`src/rtl/k12a_pkg.sv`:
```
// K12A shared definitions.
// Run-controller FSM state encoding.
package k12a_pkg;

    typedef enum logic [1:0] {
        HALT  = 2'd0,
        RUN   = 2'd1,
        STEP0 = 2'd2,
        STEP1 = 2'd3
    } run_state_t;

endpackage

```
`src/rtl/k12a_debounce.sv`:
```
// K12A panel input conditioner.
// Two-flop synchroniser followed by a stable-count debouncer.
module k12a_debounce
    import k12a_pkg::*;
#(
    parameter int DEBOUNCE_CYCLES = 65536
) (
    input  logic sys_clock,
    input  logic reset_n,
    input  logic in,
    output logic out
);

    localparam int CW = $clog2(DEBOUNCE_CYCLES + 1);
    localparam logic [CW-1:0] LAST = CW'(DEBOUNCE_CYCLES - 1);

    logic          sync1_q;
    logic          sync2_q;
    logic          deb_q;
    logic          deb_d;
    logic [CW-1:0] cnt_q;
    logic [CW-1:0] cnt_d;

    // The counter reaching DEBOUNCE_CYCLES is detected one step early
    // so the flip and the clear happen on the same edge.
    always_comb begin
        cnt_d = '0;
        deb_d = deb_q;
        if (sync2_q != deb_q) begin
            if (cnt_q == LAST) begin
                deb_d = sync2_q;
            end else begin
                cnt_d = cnt_q + CW'(1);
            end
        end
    end

    // Synchroniser chain, debounced level and stability counter.
    always_ff @(posedge sys_clock or negedge reset_n) begin
        if (!reset_n) begin
            sync1_q <= 1'b0;
            sync2_q <= 1'b0;
            deb_q   <= 1'b0;
            cnt_q   <= '0;
        end else begin
            sync1_q <= in;
            sync2_q <= sync1_q;
            deb_q   <= deb_d;
            cnt_q   <= cnt_d;
        end
    end

    assign out = deb_q;

endmodule

```
`src/rtl/k12a_run_ctl.sv`:
```
// K12A front-panel run/halt/single-step controller.
// Gates the CPU clock in whole CPU cycles (even sys_clock runs).
module k12a_run_ctl
    import k12a_pkg::*;
#(
    parameter int DEBOUNCE_CYCLES = 65536
) (
    input  logic sys_clock,
    input  logic reset_n,
    input  logic run_sw,
    input  logic step_btn,
    input  logic halt_req,
    output logic clock_enable,
    output logic halted
);

    logic       run_deb;
    logic       step_deb;
    logic       run_prev_q;
    logic       step_prev_q;
    logic       halt_latch_q;
    logic       halt_latch_d;
    logic       phase_q;
    logic       ce_q;
    logic       halted_q;
    logic       step_pulse;
    logic       run_fall;
    logic       run_ok;
    run_state_t state_q;
    run_state_t state_d;

    k12a_debounce #(
        .DEBOUNCE_CYCLES(DEBOUNCE_CYCLES)
    ) u_run_deb (
        .sys_clock(sys_clock),
        .reset_n  (reset_n),
        .in       (run_sw),
        .out      (run_deb)
    );

    k12a_debounce #(
        .DEBOUNCE_CYCLES(DEBOUNCE_CYCLES)
    ) u_step_deb (
        .sys_clock(sys_clock),
        .reset_n  (reset_n),
        .in       (step_btn),
        .out      (step_deb)
    );

    assign step_pulse = step_deb & ~step_prev_q;
    assign run_fall   = ~run_deb & run_prev_q;
    assign run_ok     = run_deb & ~halt_latch_q & ~halt_req;

    // Halt latch: a CPU request wins over a run-switch release.
    always_comb begin
        halt_latch_d = halt_latch_q;
        if (halt_req) begin
            halt_latch_d = 1'b1;
        end else if (run_fall) begin
            halt_latch_d = 1'b0;
        end
    end

    // Next state; RUN only leaves after the second half of a CPU cycle.
    always_comb begin
        state_d = state_q;
        unique case (state_q)
            HALT: begin
                if (run_ok) begin
                    state_d = RUN;
                end else if (step_pulse) begin
                    state_d = STEP0;
                end
            end
            RUN: begin
                if (!run_ok && phase_q) begin
                    state_d = HALT;
                end
            end
            STEP0:   state_d = STEP1;
            STEP1:   state_d = HALT;
            default: state_d = HALT;
        endcase
    end

    // State, edge history, latch, phase and registered outputs.
    always_ff @(posedge sys_clock or negedge reset_n) begin
        if (!reset_n) begin
            state_q      <= HALT;
            run_prev_q   <= 1'b0;
            step_prev_q  <= 1'b0;
            halt_latch_q <= 1'b0;
            phase_q      <= 1'b0;
            ce_q         <= 1'b0;
            halted_q     <= 1'b1;
        end else begin
            state_q      <= state_d;
            run_prev_q   <= run_deb;
            step_prev_q  <= step_deb;
            halt_latch_q <= halt_latch_d;
            phase_q      <= phase_q ^ ce_q;
            ce_q         <= (state_d != HALT);
            halted_q     <= (state_d == HALT);
        end
    end

    assign clock_enable = ce_q;
    assign halted       = halted_q;

endmodule

```
`config.mk`:
```
export PLATFORM = sky130hd
export DESIGN_NAME = k12a_run_ctl
export DESIGN_NICKNAME = d
export VERILOG_FILES = /design/src/rtl/k12a_pkg.sv /design/src/rtl/k12a_debounce.sv /design/src/rtl/k12a_run_ctl.sv
export SDC_FILE = /design/constraint.sdc
export NUM_CORES = 1
export LEC_CHECK = 0
export ABC_CLOCK_PERIOD_IN_PS = 2180
export BUFFER_PORTS_ARGS = -buffer_cell sky130_fd_sc_hd__buf_2
export CORE_AREA = 2 2 49 85
export CTS_CLUSTER_SIZE = 16
export DETAILED_ROUTE_END_ITERATION = 10
export DIE_AREA = 0 0 51 87
export PLACE_DENSITY = 0.86
export SYNTH_ARGS = -nofsm -noshare
export SYNTH_HDL_FRONTEND = slang
export SYNTH_SLANG_ARGS = --single-unit
```
`constraint.sdc`:
```
create_clock -name sys_clock -period 2.18 [get_ports sys_clock]
set_input_delay 0.436 -clock sys_clock [delete_from_list [all_inputs] [get_ports sys_clock]]
set_output_delay 0.436 -clock sys_clock [all_outputs]
set_load 0.1 [all_outputs]
```
==> impl_summary.md <==
Run status
The flow ran to the end, and the final reports show no timing, DRC or antenna violations.

GRT
The wire length of the first global-routing pass is 6490 um. The largest net degree at the start of global routing is 37. The global-route met3 utilization is 0.0412. The via count of the first global-routing pass came to 1491. The layer flagged by global routing as most heavily used is met2.

The number of antenna violations at the first check in global routing is 0. The residual overflow from global routing is 0. Across every metal layer, demand over resource in global routing totals 0.195.

The met1 usage is 0.198. For met2 alone, demand over resource in global routing was 0.368.

Timing
The final critical path time including I/O delays and setup is 1.95 ns. Across the routed clock network, the largest skew measured is 0.0108 ns. Headroom to the max-slew limit came out at 0.489.

Setup violations remaining at the end of the flow were counted as 0. The final period utilization is 0.895. The final-layout setup total negative slack is 0 ns. Hold is met by 0.192 ns.

The transition time at the pin with the least slew margin is 0.766 ns. The total count of hold-check failures in the final report is 0. The maximum frequency from static timing analysis is 512 MHz.

Setup repair after global routing left no endpoint under its margin. The max-slew violation count is 0.

Clock tree
The H-tree was split into 2 levels. The clock root buffer is sky130_fd_sc_hd__clkbuf_8. After clock tree synthesis, the clock-pin slew on the worst setup and hold paths is 0.09 ns. The number of cells upsized or downsized after cts is 0. Post-CTS timing repair inserted 0 buffers for setup. The hold buffer count at CTS is 0. At the later pin of the worst-skew pair, clock insertion delay measures 0.30 ns. The number of sinks driven by the clock tree is 48. The maximum count of clock buffers along a single path is 2. TritonCTS built the clock tree.

In this run, CTS created clock tree buffers numbering 5.

Placed design
Once detailed placement completed, the half-perimeter wirelength came to 2660 um. The final estimated routing congestion in global placement is 0.811. The quantity of I/O buffers inserted on ports is 6.

Run
The tool flagged a number of max-cap violations equal to 0.

Critical path
Data arrives at the worst endpoint at 2.14 ns. The largest individual stage delay along the critical path comes from the cell sky130_fd_sc_hd__nor4_1. In this run the worst path has a maximum fanout of 5. Data on the critical path is required at its endpoint by 2.37 ns. The kind of critical path is reg2reg. The cell family with the largest share of critical-path delay is simple AND/OR/NAND/NOR gates.

The number of buffers and inverters on the critical path is 0. The longest individual stage delay on the worst path is 0.43 ns. The endpoint class of the critical path is a flop. The signal on the critical path passes through ha_1 > and4_4 > nand3_4 > nor4_1 > mux2_2. STA classifies the critical path startpoint as a flop.

Route
The initial detailed-routing violation count is 30. The number of remaining DRC errors is 0. The first-pass iteration count of the detailed router is 4. The count of nets left with antenna violations once routing finished came out at 0. The post-detailed-route wirelength per cell is 14.3 um. The ratio of routed vias to standard cells is 5.48. The detailed-route via count is 1408. The post-detailed-routing wire length is 3680 um.

Yosys
The share of synthesized flip-flops with an asynchronous set or reset is 1.00. The synthesized instance count is 194. The number of register bits inferred by synthesis is 48. The combined area of all synthesized cells is 2150 sq um. The count of synthesis-stage warnings from yosys is 0.

The share of synthesized area in the top cell type comes to 0.548. The number of flops mapped to enable cells by yosys is 0. Yosys attributes the largest share of cell area to sky130_fd_sc_hd__dfrtp_1 55%, sky130_fd_sc_hd__xnor2_1 7.3%, sky130_fd_sc_hd__nor2_1 6.1%, sky130_fd_sc_hd__xor2_1 4.9%, sky130_fd_sc_hd__nand4_1 2.6%. The commonest register cell after synthesis is sky130_fd_sc_hd__dfrtp_1.

The net count after synthesis is 201. The library cell with the largest summed area after synthesis is sky130_fd_sc_hd__dfrtp_1. In this run the mean area of a mapped cell was 11.1 sq um.

For this run, the register share of the synthesized area comes to 0.560. Counting distinct cell types in the post-synthesis netlist gives 38.

Floorplanning
The placeable core region is 3790 sq um. The floorplan step defined a die boundary enclosing 4440 sq um. The row count is 30.

The initial utilization of the core area, before any placement, comes to 0.566. Pin placement for this block handled 7 I/O pins. The floorplan step set the die height to 87 um. The floorplan step set the die width to 51 um.

Power and ir drop
In this run the static leakage power is 0.00103 uW. The post-layout total power is 1730 uW. IR analysis of the VDD net gives a maximum drop of 0.458 mV. The power per cell area is 726 nW/um^2.

Layout
The area occupied by multi-input gates is 887 sq um. The proportion of layout cells with a drive suffix above 1 is 0.144. The number of nets at the end of the flow is 215.

The filler cells instantiated in the layout total 310. The area used by sequential logic in the layout is 1200 sq um. The count of inserted antenna diode cells is 0. The final core utilization is 0.628. The synthesis-to-finish area growth is 10.9%.

Min path
The worst hold-check path type is in2async.
==> cell type report <==
cell class	instances	area share
inverter	9	0.0142
timing repair buffer	10	0.0252
clock buffer	5	0.0289
multi-input combinational	134	0.373
clock inverter	3	0.0289
sequential	48	0.505
tap	48	0.0252
==> power by group <==
| group | internal, uW | total, uW | switching, uW |
|---|---|---|---|
| Combinational | 19.3 | 55.9 | 36.6 |
| Sequential | 902 | 915 | 12.6 |
| Clock | 461 | 758 | 297 |
| Total | 1380 | 1730 | 346 |
==> placed cells by master (no fill, tap or decap), types with 2 or more instances in the layout <==
| cell | count |
|---|---|
| sky130_fd_sc_hd__and4_4 | 2 |
| sky130_fd_sc_hd__clkbuf_8 | 5 |
| sky130_fd_sc_hd__xnor2_1 | 18 |
| sky130_fd_sc_hd__buf_2 | 6 |
| sky130_fd_sc_hd__dfrtp_1 | 47 |
| sky130_fd_sc_hd__bufinv_16 | 2 |
| sky130_fd_sc_hd__inv_1 | 9 |
| sky130_fd_sc_hd__nand2_1 | 11 |
| sky130_fd_sc_hd__ha_1 | 2 |
| sky130_fd_sc_hd__nand3_1 | 10 |
| sky130_fd_sc_hd__mux2_2 | 2 |
| sky130_fd_sc_hd__nand4_1 | 9 |
| sky130_fd_sc_hd__xor2_1 | 12 |
| sky130_fd_sc_hd__buf_4 | 4 |
| sky130_fd_sc_hd__a21oi_1 | 2 |
| sky130_fd_sc_hd__nor2_1 | 35 |
| sky130_fd_sc_hd__nor4_1 | 5 |
| sky130_fd_sc_hd__nor3_1 | 6 |
==> per-layer routing <==
| metal | wire length, um | vias up |
|---|---|---|
| li1 | - | 688 |
| met4 | 73 | 0 |
| met2 | 2130 | 17 |
| met1 | 1390 | 696 |
| met3 | 81 | 7 |
| met5 | 0 | - |
==> registers in the layout (all words and copies together), names as in the netlist <==
register            flops
u_step_deb.cnt_q       17
halted                  1
run_prev_q              1
phase_q                 1
clock_enable            1
u_step_deb.out          1
u_run_deb.sync2_q       1
u_step_deb.sync2_q      1
u_run_deb.cnt_q        17
u_run_deb.sync1_q       1
halt_latch_q            1
step_prev_q             1
u_run_deb.out           1
u_step_deb.sync1_q      1
state_q                 2
==> metrics by stage <==
stage	instance area, sq um	std cells	setup WS [ns]
after floorplan	2150	194	0.408
after global placement	2240	249	0.357
after detailed placement	2240	249	0.260
after CTS	2380	257	0.243
after global routing	2380	257	0.148
final	2380	257	0.229
==> worst paths after layout <==
kind	startpoint	endpoint	slack (ns)	cells after the start
min in group sys_clock	step_btn	u_step_deb.sync1_q$_DFF_PN0_	0.23	1
hold reg to reg	u_step_deb.sync1_q$_DFF_PN0_	u_step_deb.sync2_q$_DFF_PN0_	0.35	0
max in group asynchronous	reset_n	u_step_deb.cnt_q[3]$_DFF_PN0_	1.34	2
setup / recovery	u_step_deb.cnt_q[0]$_DFF_PN0_	u_step_deb.out$_DFFE_PN0P_	0.23	5
hold / removal	reset_n	run_prev_q$_DFF_PN0_	0.19	1
setup reg to reg	u_step_deb.cnt_q[0]$_DFF_PN0_	u_step_deb.out$_DFFE_PN0P_	0.23	5
==> synth_stat cells (2+ instances only) <==
master	count
sky130_fd_sc_hd__xor2_1	12
sky130_fd_sc_hd__nor2_1	35
sky130_fd_sc_hd__dfrtp_1	47
sky130_fd_sc_hd__mux2_2	2
sky130_fd_sc_hd__a21oi_1	2
sky130_fd_sc_hd__nand3_1	10
sky130_fd_sc_hd__nor3_1	6
sky130_fd_sc_hd__xnor2_1	18
sky130_fd_sc_hd__nand2_1	11
sky130_fd_sc_hd__nand4_1	9
sky130_fd_sc_hd__and4_4	2
sky130_fd_sc_hd__nor4_1	5
sky130_fd_sc_hd__inv_1	9
sky130_fd_sc_hd__ha_1	2
==> logic make-up after synthesis <==
kind of cell    share of synthesized area
compound gates                     0.0402
xor+xnor                            0.122
mux                                0.0152
buf+inv                            0.0268
fa+ha+maj                          0.0117
flops                               0.560
simple gates                        0.224
==> worst register-to-register path, cell delays in order (launching register included) <==
cell and delay, ns:
sky130_fd_sc_hd__dfrtp_1 0.39, sky130_fd_sc_hd__ha_1 0.22, sky130_fd_sc_hd__and4_4 0.28, sky130_fd_sc_hd__nand3_4 0.12, sky130_fd_sc_hd__nor4_1 0.43, sky130_fd_sc_hd__mux2_2 0.39
No activity file was read; power rests on OpenSTA's default activity.
